===== src/rtl/circle_sequencer.sv =====
// -----------------------------------------------------------------------------
// circle_sequencer
//
// Generates the row/col position consumed by the 7-segment circle driver so
// that a single lit segment chases around the display bank as a closed loop:
// left-to-right along the top row, right-to-left along the bottom row
// (clockwise), or the exact reverse path (counter-clockwise).
//
// A prescaler produces one step every (TICK_DIV >> speed) clock cycles.
//
// Ports:
//   clk    - system clock
//   rst_n  - asynchronous active-low reset
//   run    - 1 = advance, 0 = freeze position and prescaler
//   dir    - 0 = clockwise, 1 = counter-clockwise (sampled only at a tick)
//   speed  - step period = TICK_DIV >> speed cycles
//   clear  - synchronous return to home (row 0, col 0); overrides a tick
//   row    - 0 = top row, 1 = bottom row
//   col    - active digit index, 0..DISPLAY_COUNT-1
//   step   - one-cycle pulse on the cycle row/col change
//   lap    - one-cycle pulse when a step lands on home (0,0)
// -----------------------------------------------------------------------------
module circle_sequencer #(
   parameter int DISPLAY_COUNT = 6,
   parameter int COL_WIDTH     = $clog2(DISPLAY_COUNT),
   parameter int TICK_DIV      = 25_000_000,
   parameter int DIV_WIDTH     = $clog2(TICK_DIV)
) (
   input  logic                 clk,
   input  logic                 rst_n,
   input  logic                 run,
   input  logic                 dir,
   input  logic [1:0]           speed,
   input  logic                 clear,
   output logic                 row,
   output logic [COL_WIDTH-1:0] col,
   output logic                 step,
   output logic                 lap
);

   localparam logic [COL_WIDTH-1:0] COL_LAST   = COL_WIDTH'(DISPLAY_COUNT - 1);
   localparam logic [31:0]          TICK_DIV_U = 32'(TICK_DIV);

   typedef enum logic {
      TOP    = 1'b0,
      BOTTOM = 1'b1
   } state_t;

   state_t               state_q, state_d;
   logic [COL_WIDTH-1:0] col_q,   col_d;
   logic [DIV_WIDTH-1:0] cnt_q,   cnt_d;
   logic                 step_q,  step_d;
   logic                 lap_q,   lap_d;

   logic [31:0]          limit_m1;
   logic                 tick;

   // The limit follows speed immediately; using >= rather than == means a
   // count already past a freshly shortened limit still fires on this cycle
   // instead of running off to the counter's natural wrap.
   assign limit_m1 = (TICK_DIV_U >> speed) - 32'd1;
   assign tick     = run && (32'(cnt_q) >= limit_m1);

   // NOTE: every signal written here gets a default first; without it any path
   // that skips an assignment would infer a latch.
   always_comb begin
      state_d = state_q;
      col_d   = col_q;
      cnt_d   = cnt_q;
      step_d  = 1'b0;
      lap_d   = 1'b0;

      if (clear) begin
         state_d = TOP;
         col_d   = '0;
         cnt_d   = '0;
      end else if (tick) begin
         cnt_d  = '0;
         step_d = 1'b1;
         case (state_q)
            TOP: begin
               if (!dir) begin
                  if (col_q == COL_LAST) state_d = BOTTOM;
                  else                   col_d   = col_q + COL_WIDTH'(1);
               end else begin
                  if (col_q == '0)       state_d = BOTTOM;
                  else                   col_d   = col_q - COL_WIDTH'(1);
               end
            end
            BOTTOM: begin
               if (!dir) begin
                  if (col_q == '0)       state_d = TOP;
                  else                   col_d   = col_q - COL_WIDTH'(1);
               end else begin
                  if (col_q == COL_LAST) state_d = TOP;
                  else                   col_d   = col_q + COL_WIDTH'(1);
               end
            end
         endcase
         // Home is only reachable by a step, so the lap pulse rides on it.
         lap_d = (state_d == TOP) && (col_d == '0);
      end else if (run) begin
         cnt_d = cnt_q + DIV_WIDTH'(1);
      end
   end

   // NOTE: sequential state uses non-blocking assignments so every register
   // samples the pre-edge values of the others, independent of statement order.
   always_ff @(posedge clk or negedge rst_n) begin
      if (!rst_n) begin
         state_q <= TOP;
         col_q   <= '0;
         cnt_q   <= '0;
         step_q  <= 1'b0;
         lap_q   <= 1'b0;
      end else begin
         state_q <= state_d;
         col_q   <= col_d;
         cnt_q   <= cnt_d;
         step_q  <= step_d;
         lap_q   <= lap_d;
      end
   end

   assign row  = (state_q == BOTTOM);
   assign col  = col_q;
   assign step = step_q;
   assign lap  = lap_q;

endmodule


===== config.mk =====
export PLATFORM = sky130hd
export DESIGN_NAME = circle_sequencer
export DESIGN_NICKNAME = d
export VERILOG_FILES = /design/src/rtl/circle_sequencer.sv
export SDC_FILE = /design/constraint.sdc
export NUM_CORES = 1
export LEC_CHECK = 0
export CAP_MARGIN = 20
export CORE_MARGIN = 3
export CORE_UTILIZATION = 60
export CTS_CLUSTER_DIAMETER = 120
export CTS_CLUSTER_SIZE = 28
export DETAILED_ROUTE_END_ITERATION = 12
export PLACE_DENSITY = 0.89
export REMOVE_ABC_BUFFERS = 1
export SYNTH_ARGS = -nofsm -noshare
export SYNTH_HDL_FRONTEND = slang
export SYNTH_SLANG_ARGS = --single-unit

===== constraint.sdc =====
create_clock -name clk -period 3.3 [get_ports clk]
set_input_delay 0.825 -clock clk [delete_from_list [all_inputs] [get_ports clk]]
set_output_delay 0.825 -clock clk [all_outputs]
set_load 0.02 [all_outputs]

==> metrics.csv <==
stage,metric,value,unit
setup_path,critPathBufInv,4,
timing,slew_headroom,0.645,
drt,first_pass_iters,4,
drt,drt_iter0_drc,174,
synthesis,synth_fa_ha_area_frac,0.145,
synthesis,netlist_area,2220,sq um
die,ios,13,
setup_path,path_class,in2reg,
drt,wl_per_cell,16.3,um
clock_network,clkSlewWorstSetupHoldPaths,0.06,ns
die,rows,21,
die,coreArea,3440,sq um
clock_network,cts_buffers,5,
setup_path,cp-endpoint,col[0],
placement,portBuffers,12,
synthesis,yosys-mux-area-fraction,0.0215,
global_route,grt_util_all_layers,0.253,
setup_path,crit_top_cell,buf_4,
synthesis,avgSynthCellArea,9.35,sq um
global_route,antenna_found_initial,0,
timing,finalMaxSlewViolations,0,
cells_and_area,syn2layout_area_growth,20.4,%
global_route,grt_pass1_vias,1824,
die,die_w,66.8,um
die,die_y,66.8,um
power_and_ir_drop,ir_worst_vdd,267,uV
clock_network,clkLatencyLatePin,0.28,ns
setup_path,cp_slowest_cell,or4b_4,
synthesis,synth_top_family_by_area,simple AND/OR/NAND/NOR gates,
setup_path,r2r-end,col[0],
synthesis,ys_warn_count,0,
drt,final_antenna_net_count,0,
setup_path,path_max_fanout,3,
setup_path,critPathLaunchType,input pin,
synthesis,async_flop_share,1.00,
synthesis,synth-compound-area-share,0.117,
setup_path,crit_family,compound AO/OA/AOI/OAI gates,
drt,vias,1858,
global_route,grt_max_degree,32,
placement,dp_hpwl,3740,um
placement,placed_cells,310,
synthesis,synthTopCellsByArea,"dfrtp_1 35%, ha_1 14%, nor2_1 6.9%, xnor2_1 5.5%, xor2_1 5.5%",
timing,hold_slack,0.567,ns
synthesis,yosys.area_share.simple,0.215,
die,initial_core_util,0.644,
global_route,grt-ovfl-total,0,
setup_path,crit_path_max_incr_delay,0.49,ns
timing,setup_viol,0,
cells_and_area,layout_common_cells,"41 x nor2_1, 31 x dfrtp_1, 21 x ha_1",
timing,fmax,0.308,GHz
drt,wl,5200,um
synthesis,synth_top_cell_area_share,0.350,
setup_path,r2r_cells,7,
setup_path,required,3.46,ns
clock_network,clkSinkCount,31,
setup_path,path_cells,dlygate4sd2_1 -> buf_4 -> buf_4 -> inv_2 -> nand2_2 -> ha_4 -> nand2_1 -> or4b_4 -> a2111oi_4 -> o31ai_4 -> a21o_1 -> mux2_4,
timing,min_period,3.25,ns
run_status,outcome,"complete, no violations",
cells_and_area,final_util,0.775,
timing,period_share,0.984,
setup_path,critPathLaunch,speed[1],
flow_run,max_cap_viol_count,0,
synthesis,syn_inst,237,
setup_path,worstSetupPathDepth,12,
synthesis,ys_dominant_reg_cell,dfrtp_1,
timing,tightest_slew,0.531,ns
synthesis,synth_seq_cells,31,
clock_network,cts_buffer_depth,2,
cells_and_area,layout_commonest_cell,nor2_1,
drt,drc,0,
power_and_ir_drop,power_leakage,1.24,nW
setup_path,rrSetupSlack,0.74,ns
placement,place.gp.congestion,0.894,
timing,hold_viol,0,
synthesis,synth_xor_area_frac,0.111,
cells_and_area,layout-drive-gt1-share,0.172,
cells_and_area,fin_nets,303,
setup_path,critPathCaptureType,flop,
synthesis,synth_area_leader_cell,dfrtp_1,
clock_network,clockRootBuffer,clkbuf_8,
hold_path,hold_path.class,reg2reg,
cells_and_area,fin_cells,319,
power_and_ir_drop,power.density,282,nW/um^2
power_and_ir_drop,design_power_total,0.000752,W
drt,viasPerCell,5.82,
timing,skew,0.00561,ns
setup_path,critPathArrivalTime,3.41,ns
synthesis,ys_seq_area_frac,0.350,
synthesis,synth_edf_count,0,
synthesis,synth.distinct_cells,46,
die,die-area,4460,sq um
clock_network,cts_tree,yes,
cells_and_area,antennaDiodeCount,0,
setup_path,worstReg2RegStart,cnt_q[3],
clock_network,cts.htree.levels,2,
global_route,grt_pass1_wl,8350,um
## synth_stat cells (all sizes together) (2+ instances only)
library cell,instances
nand2,21
and4,3
nor2b,2
xor2,14
xnor2,14
nand4,7
ha,24
a211oi,3
and3,5
nor4,2
a21oi,8
nand3,9
o2111ai,2
o31ai,3
o31a,2
a211o,2
nand2b,3
nor2,41
dfrtp,31
buf,4
o21ai,2
maj3,2
inv,13
a21o,4
## logic make-up (layout without fill, tap and decap cells)
| group | Yosys count | in the layout |
|---|---|---|
| buffers and inverters | 18 | 53 |
| AO/OA/AOI/OAI | 32 | 32 |
| multiplexers | 3 | 3 |
| flip-flops | 31 | 31 |
| adder cells (fa/ha/maj) | 26 | 26 |
| XOR/XNOR | 28 | 28 |
| AND/OR/NAND/NOR | 98 | 98 |
| other | 1 | 2 |
## power breakdown
group	switching (W)	internal, W	total, W
Clock	0.000134	0.000148	0.000282
Sequential	0.00000263	0.000383	0.000385
Combinational	0.0000488	0.0000364	0.0000852
## what timing repair did
action / in CTS / in global routing
gates resized for setup: 5 / 12
hold buffers: 0 / 0
buffers inserted: 1 / 0
pin swaps: 2 / 6
cloned: 0 / 0
setup endpoints to repair: 30 / 26
## stage by stage
stage / cell area (sq um) / setup WS [ns] / setup TNS (ns)
final: 2670 / 0.0535 / 0
after global routing: 2670 / -0.0396 / -0.829
after CTS: 2610 / 0.110 / 0
after detailed placement: 2510 / -0.499 / -10.89
after global placement: 2510 / -0.391 / -8.18
after floorplan: 2180 / -0.0623 / -0.0623
## layout make-up
class,count,area (sq um)
multi-input cells,189,1430
flip-flops and latches,31,776
fillers,227,774
repair buffers,32,277
clock buffers,7,76.3
well taps,46,57.6
inverters,13,48.8
clock inverters,1,5.00
## sequential cells by signal, indices dropped and copies added, names as in the netlist
| signal | cells |
|---|---|
| cnt_q | 25 |
| step | 1 |
| row | 1 |
| col | 3 |
| lap | 1 |
## worst reg2reg max path, cell delays in order (launching register included)
cell and delay [ns]:
dfrtp_1 0.44, ha_1 0.31, a31oi_1 0.08, or4b_4 0.54
a2111oi_4 0.48, o31ai_4 0.10, a21o_1 0.19, mux2_4 0.30
## metal layers
| layer | global-route usage | routed length (um) | vias up |
|---|---|---|---|
| met1 | 0.297 | 2240 | 892 |
| met4 | 0.0990 | 134 | 0 |
| met3 | 0.0759 | 209 | 18 |
| met2 | 0.429 | 2620 | 48 |
| li1 | - | - | 900 |
| met5 | 0 | 0 | - |
## worst min-delay path by stage
stage / cells past startpoint / endpoint / from / slack (ns)
final: 2 / cnt_q[24] / cnt_q[24] / 0.57
after global routing: 2 / cnt_q[10] / cnt_q[10] / 0.60
after CTS: 2 / cnt_q[24] / cnt_q[24] / 0.57
after detailed placement: 2 / cnt_q[24] / cnt_q[24] / 0.55
after global placement: 2 / cnt_q[0] / cnt_q[0] / 0.54
after floorplan: 2 / cnt_q[24] / cnt_q[24] / 0.52
Note: power is estimated with default switching activity, not from simulation.
